## config.mk

```make
export PLATFORM = sky130hd
export DESIGN_NAME = ws2812b_bit_generator_flat
export DESIGN_NICKNAME = d
export VERILOG_FILES = /design/src/rtl/ws2812b_bit_generator_if.sv /design/src/rtl/ws2812b_bit_generator.sv /design/src/flat_wrapper.sv
export SDC_FILE = /design/constraint.sdc
export NUM_CORES = 1
export LEC_CHECK = 0
export BUFFER_PORTS_ARGS = -buffer_cell sky130_fd_sc_hd__buf_2
export CELL_PAD_IN_SITES_DETAIL_PLACEMENT = 0
export CELL_PAD_IN_SITES_GLOBAL_PLACEMENT = 1
export CORE_UTILIZATION = 35
export CTS_CLUSTER_DIAMETER = 40
export CTS_CLUSTER_SIZE = 10
export DETAILED_ROUTE_END_ITERATION = 7
export PLACE_DENSITY = 0.58
export SLEW_MARGIN = 20
export SYNTH_ARGS = -nofsm -noshare
export SYNTH_HDL_FRONTEND = slang
export SYNTH_SLANG_ARGS = --single-unit
```

## constraint.sdc

```tcl
create_clock -name clk -period 4 [get_ports clk]
set_input_delay 0 -clock clk [delete_from_list [all_inputs] [get_ports clk]]
set_output_delay 0 -clock clk [all_outputs]
set_load 0.1 [all_outputs]
```

## src/rtl/ws2812b_bit_generator_if.sv

```systemverilog
// ws2812b_bit_generator_if: symbol request/complete handshake and serial LED data between shifter and generator.
interface ws2812b_bit_generator_if;
  logic [1:0] genMode;
  logic       doGen;
  logic       genDone;
  logic       theBit;
  modport master (output genMode, doGen, input genDone, theBit);
  modport slave (input genMode, doGen, output genDone, theBit);
endinterface

```

## src/rtl/ws2812b_bit_generator.sv

```systemverilog
// ws2812b_bit_generator: emits one WS2812B symbol ("0", "1", RET or blank) per period from registered outputs.
module ws2812b_bit_generator #(
  parameter int T0H_CYCLES = 40,
  parameter int T1H_CYCLES = 80,
  parameter int BIT_CYCLES = 125,
  parameter int RET_CYCLES = 5000
) (
  input logic clk,
  input logic reset,
  ws2812b_bit_generator_if.slave bus
);
  localparam int CW = $clog2(RET_CYCLES);
  typedef enum logic [1:0] {IDLE, HIGH, LOW, RET} state_t;
  state_t state;
  logic [CW-1:0] cnt, nxt, len_m1, hi_len;
  logic [1:0] mode;
  logic start;
  always_comb begin
    len_m1 = state == RET ? CW'(RET_CYCLES - 1) : CW'(BIT_CYCLES - 1);
    hi_len = mode == 2'b11 ? CW'(T1H_CYCLES) : mode == 2'b10 ? CW'(T0H_CYCLES) : '0;
    nxt = cnt + 1'b1;
    start = bus.doGen && (state == IDLE || cnt == len_m1);
  end
  // Outputs are computed for the cycle after the edge, so they can leave straight from flops.
  always_ff @(posedge clk or posedge reset)
    if (reset) begin
      state <= IDLE;
      cnt <= '0;
      mode <= 2'b00;
      bus.theBit <= 1'b0;
      bus.genDone <= 1'b0;
    end else if (start) begin
      mode <= bus.genMode;
      cnt <= '0;
      state <= bus.genMode == 2'b00 ? RET : bus.genMode[1] ? HIGH : LOW;
      bus.theBit <= bus.genMode[1];
      bus.genDone <= 1'b0;
    end else if (state == IDLE || cnt == len_m1) begin
      state <= IDLE;
      cnt <= '0;
      bus.theBit <= 1'b0;
      bus.genDone <= 1'b0;
    end else begin
      cnt <= nxt;
      state <= state == RET ? RET : nxt < hi_len ? HIGH : LOW;
      bus.theBit <= nxt < hi_len;
      bus.genDone <= nxt == len_m1;
    end
endmodule

```

## src/flat_wrapper.sv

```systemverilog
// flat-port wrapper written by rule: the top's interface ports become plain ports
module ws2812b_bit_generator_flat 
#(
  parameter int T0H_CYCLES = 40,
  parameter int T1H_CYCLES = 80,
  parameter int BIT_CYCLES = 125,
  parameter int RET_CYCLES = 5000
)
  (clk, reset, bus_genMode, bus_doGen, bus_genDone, bus_theBit);
  ws2812b_bit_generator_if bus_i ();
  input logic clk;
  input logic reset;
  input wire logic [$bits(bus_i.genMode)-1:0] bus_genMode;
  input wire logic [$bits(bus_i.doGen)-1:0] bus_doGen;
  output wire logic [$bits(bus_i.genDone)-1:0] bus_genDone;
  output wire logic [$bits(bus_i.theBit)-1:0] bus_theBit;
  assign bus_i.genMode = bus_genMode;
  assign bus_i.doGen = bus_doGen;
  assign bus_genDone = bus_i.genDone;
  assign bus_theBit = bus_i.theBit;
  ws2812b_bit_generator #(.T0H_CYCLES(T0H_CYCLES), .T1H_CYCLES(T1H_CYCLES), .BIT_CYCLES(BIT_CYCLES), .RET_CYCLES(RET_CYCLES)) u_core (.clk(clk), .reset(reset), .bus(bus_i));
endmodule
```

* Word level (Yosys, flattened, before mapping)
Index checks and enable logic that the tools add are counted.
** Storage, ports and cells
- Register bits after elaboration :: 19
** Operators by class
- Mux-type cells :: 15
- $lt $le $gt $ge :: 1
- Eq/ne operators :: 5
- Add/sub/neg operators :: 1
- Reduce and logical (&&, ||, !) cells :: 4
** Operators by type and width (count)
- $mux W13 :: 4
- $eq A13 B13 Y1 :: 2
- $add A13 B1 Y13 const B :: 1
- $lt A13 B13 Y1 :: 1
- $mux W2 :: 6
- $eq A2 B2 Y1 const B :: 3
- $mux W6 :: 1
- $logic_not A2 Y1 :: 2
- $mux W1 :: 4
- $logic_and A1 B1 Y1 :: 1
- $logic_or A1 B1 Y1 :: 1

* Logic depth before layout (Yosys ltp)
- Depth after elaboration :: 8
- Depth in mapped cells :: 10
- Gate-level depth less buffers :: 10

* Worst setup path after synthesis
OpenSTA, ideal clock, no wires.
- Path kind :: register -> register
- Start :: register u_core.cnt[0]
- End :: register u_core.state[0]
- Data arrival time :: 1999 ps
- Stages on the path, launching flop included :: 11
- Setup slack :: 1875 ps
- Library setup time :: 126 ps
- Path buffers :: 0
- Path through :: dfrtp_1 -> ha_1 -> nand3_2 -> nor2_1 -> xnor2_1 -> inv_1 -> ha_1 -> o211ai_1 -> a21oi_1 -> nor4_2 -> a311o_1
** Between the ends
- Cells in the longest elaborated chain, start to end :: 6
- Elaborated cells between the ends (all ways) :: 9
- Classes of those cells :: 1 x add/sub; 1 x order compare; 1 x eq/ne; 4 x mux; 2 x reduce/logical
** RTL lines
- start: declaration :: line ws2812b_bit_generator.sv:15 : logic [CW-1:0] cnt, nxt, len_m1, hi_len;
- start signal: assignment :: line ws2812b_bit_generator.sv:44 : cnt <= nxt;
- $add A13 B1 Y13 :: line ws2812b_bit_generator.sv:21 : nxt = cnt + 1'b1;
- $lt A13 B13 Y1 :: line ws2812b_bit_generator.sv:45 : state <= state == RET ? RET : nxt < hi_len ? HIGH : LOW;
- $mux W2 (2 in a row) :: line ws2812b_bit_generator.sv:45
- $mux W2 :: line ws2812b_bit_generator.sv:38 : end else if (state == IDLE || cnt == len_m1) begin
- $mux W2 (*) :: line ws2812b_bit_generator.sv:32 : end else if (start) begin
- end signal: assignment :: line ws2812b_bit_generator.sv:35 : state <= bus.genMode == 2'b00 ? RET : bus.genMode[1] ? HIGH : LOW;
- end signal: assignment :: line ws2812b_bit_generator.sv:45
- end: declaration :: line ws2812b_bit_generator.sv:14 : state_t state;
Mark *: on every way between the ends. The rest lies on a longest branch, timed or not.
A chain may end at the register's enable or synchronous reset.

* Worst setup path in the final report
- Start :: register u_core.cnt[0]
- End :: register u_core.state[1]
Same word-level chain as after synthesis.

==> run_results.csv <==
group,metric,value,unit
layout,antenna-diode-count,0,
worst_setup_path,crit_type,"flip-flop to flip-flop",
yosys,synth_cells,129,
sta,finClkSkew,7.18,ps
status,status,"completed",
placed_design,dp_hpwl,1850,µm
route,wirelength,2380,µm
clock_network,clock_latency,290,ps
worst_setup_path,startpoint_type,"flip-flop",
yosys,synth_cell_type_count,38,
floorplanning,io_pins,7,
sta,tightest_slew,716,ps
clock_network,cts_buffer_depth,2,
clock_network,ctsResizeCount,0,
route,drt_iter0_drc,22,
run,max_cap_violations,0,
yosys,ys_seq_area_share,40.8,%
route,firstDrtPassIters,4,
global_routing,grt_overflow,0,
layout,final_nets,148,
yosys,synth-edff-count,0,
clock_network,clk_pin_slew,110,ps
yosys,yosysWarningCount,0,
route,drc,0,
sta,fin_crit_sh,63.6,%
yosys,ys_ff_latch,19,
clock_network,post_cts_buffers,0,
floorplanning,die_x,59.7,µm
power,power_density,231,mW/mm²
clock_network,cts_htree_levels,1,
sta,setup_viol,0,
global_routing,grt_pass1_vias,870,
worst_setup_path,worst_ep_required_time,4170,ps
yosys,postSynthAreaPerCell,9.04,µm²
power,ir_worst_vdd,0.117,mV
clock_network,postCtsHoldBufs,4,
power,leakage,0.594,nW
sta,tns,0,ps
floorplanning,initial_core_util,37.6,%
sta,fin_crit,2540,ps
placed_design,gp_congestion,0.799,
route,ant_nets,0,
worst_setup_path,arrival,2710,ps
sta,final_max_slew_viol_count,0,
global_routing,track_usage,16.0,%
clock_network,cts_sinks,19,
sta,fmax,393,MHz
sta,maxSlewHeadroom,52.2,%
clock_network,cts_buffers,3,
yosys,synth_top_area_share,40.8,%
sta,hold_violations,0,
global_routing,grt_max_degree,20,
yosys,synthTopCellsByArea,"dfrtp_1 (41%), xnor2_1 (6.8%), nor2_1 (6.4%)",
route,wl_per_cell,13.1,µm
floorplanning,coreArea,0.00310,mm²
layout,fin_cells,182,
floorplanning,die_y,59.7,µm
min_path,min_path_type,"input pin to asynchronous set/reset pin",
placed_design,dpl.cell_count,174,
route,via_per_inst,4.98,
clock_network,cts_tree,"done",
layout,drive_gt1_share,10.1,%
layout,final_cell_mix,"nor2_1 (20), dfrtp_1 (19), nand2_1 (10)",
worst_setup_path,endpoint_kind,"flip-flop",
yosys,yosys.area.top_type,"dfrtp_1",
layout,areaGrowthSynthToFinish,10.5,%
layout,layout_commonest_cell,"nor2_1",
yosys,synth_fp_nets,138,
worst_setup_path,crit_fanout,7,
floorplanning,fp.dieArea,0.00357,mm²
sta,rsz0062_at_grt,"no",
yosys,async_reset_ff_share,100,%
placed_design,port_buffers,6,
yosys,ys.flop_type,"dfrtp_1",
worst_setup_path,r2r_slack,1460,ps
global_routing,antenna_found_initial,0,
floorplanning,num_rows,20,
global_routing,grt_pass1_wl,4070,µm
route,vias,907,
clock_network,ctsRootBufferMaster,"clkbuf_4",
yosys,netlist_area,0.00117,mm²
## flip-flops by register name, indices dropped and copies added (netlist names)
signal / cells
u_core.state: 2
u_core.mode: 2
u_core.bus.theBit: 1
u_core.bus.genDone: 1
u_core.cnt: 13
## metal layers
layer | vias to the layer above | global-route usage (%) | share of wire [%]
met1 | 425 | 22.5 | 51
met5 | - | 0 | 0
met2 | 8 | 22.7 | 45
met3 | 8 | 2.81 | 1.5
met4 | 0 | 9.63 | 2.8
li1 | 466 | - | -
## path summary, 6_finish.rpt
path,startpoint,to,depth (start not counted)
hold / removal,reset,u_core.mode[1],3
setup reg to reg,u_core.cnt[0],u_core.state[1],10
setup / recovery,u_core.cnt[0],u_core.state[1],10
min in group clk,bus_genMode[0],u_core.mode[0],3
max in group asynchronous,reset,u_core.cnt[12],3
hold reg to reg,u_core.mode[0],u_core.mode[0],1
## Yosys cell counts (2+ instances only)
master,instances
nor2_1,20
dfrtp_1,19
nand2_1,10
inv_1,9
xnor2_1,9
nand4_1,6
ha_1,4
xor2_1,4
a21oi_1,3
nand2b_1,3
nand3_1,3
nor2b_1,3
nor4_1,3
nor4b_1,3
or3_1,3
buf_2,2
clkbuf_1,2
mux2_4,2
nor3_1,2
## stage by stage
step / util (%) / total power [mW] / setup WS (ps) / hold WS (ps) / area (µm²)
2_1_floorplan: - / 0.199 / 1870 / -48.9 / 1170
3_3_place_gp: 39.4 / 0.203 / 1400 / 143 / 1220
3_5_place_dp: 39.4 / 0.203 / 1460 / 157 / 1220
4_1_cts: 41.5 / 0.302 / 1440 / 375 / 1290
5_1_grt: 41.5 / 0.313 / 1210 / 400 / 1290
6_report: 41.5 / 0.298 / 1460 / 351 / 1290
## worst max-delay path: stages (launching register included)
cell     delay (ps)
dfrtp_1         460
ha_1            260
nand3_2         160
nor2_1           80
xnor2_1         360
inv_1           100
ha_1            320
a21oi_1         170
nand4_1         120
nor4_2          240
o22ai_1         140
## final cells by class
type	instances	area, µm²
Inverter	9	33.8
Tap cell	44	55.1
Fill cell	334	1810
Clock buffer	4	26.3
Multi-Input combinational cell	96	628
Sequential cell	19	475
Timing Repair Buffer	10	70.1
## report_power, final
| part | leakage, nW | switching, mW | internal, mW |
|---|---|---|---|
| Sequential | 0.246 | 0 | 0.192 |
| Combinational | 0.333 | 0.00574 | 0.00425 |
| Clock | 0.0150 | 0.0572 | 0.0388 |
## cell families after synthesis
logic type | Yosys count | share of synthesized area [%]
simple gates | 63 | 28.5
flops | 19 | 40.8
buf+inv | 14 | 5.36
compound gates | 13 | 7.83
xor+xnor | 13 | 9.76
fa+ha+maj | 4 | 4.29
mux | 3 | 3.43
Note: power is estimated with default switching activity, not from simulation.
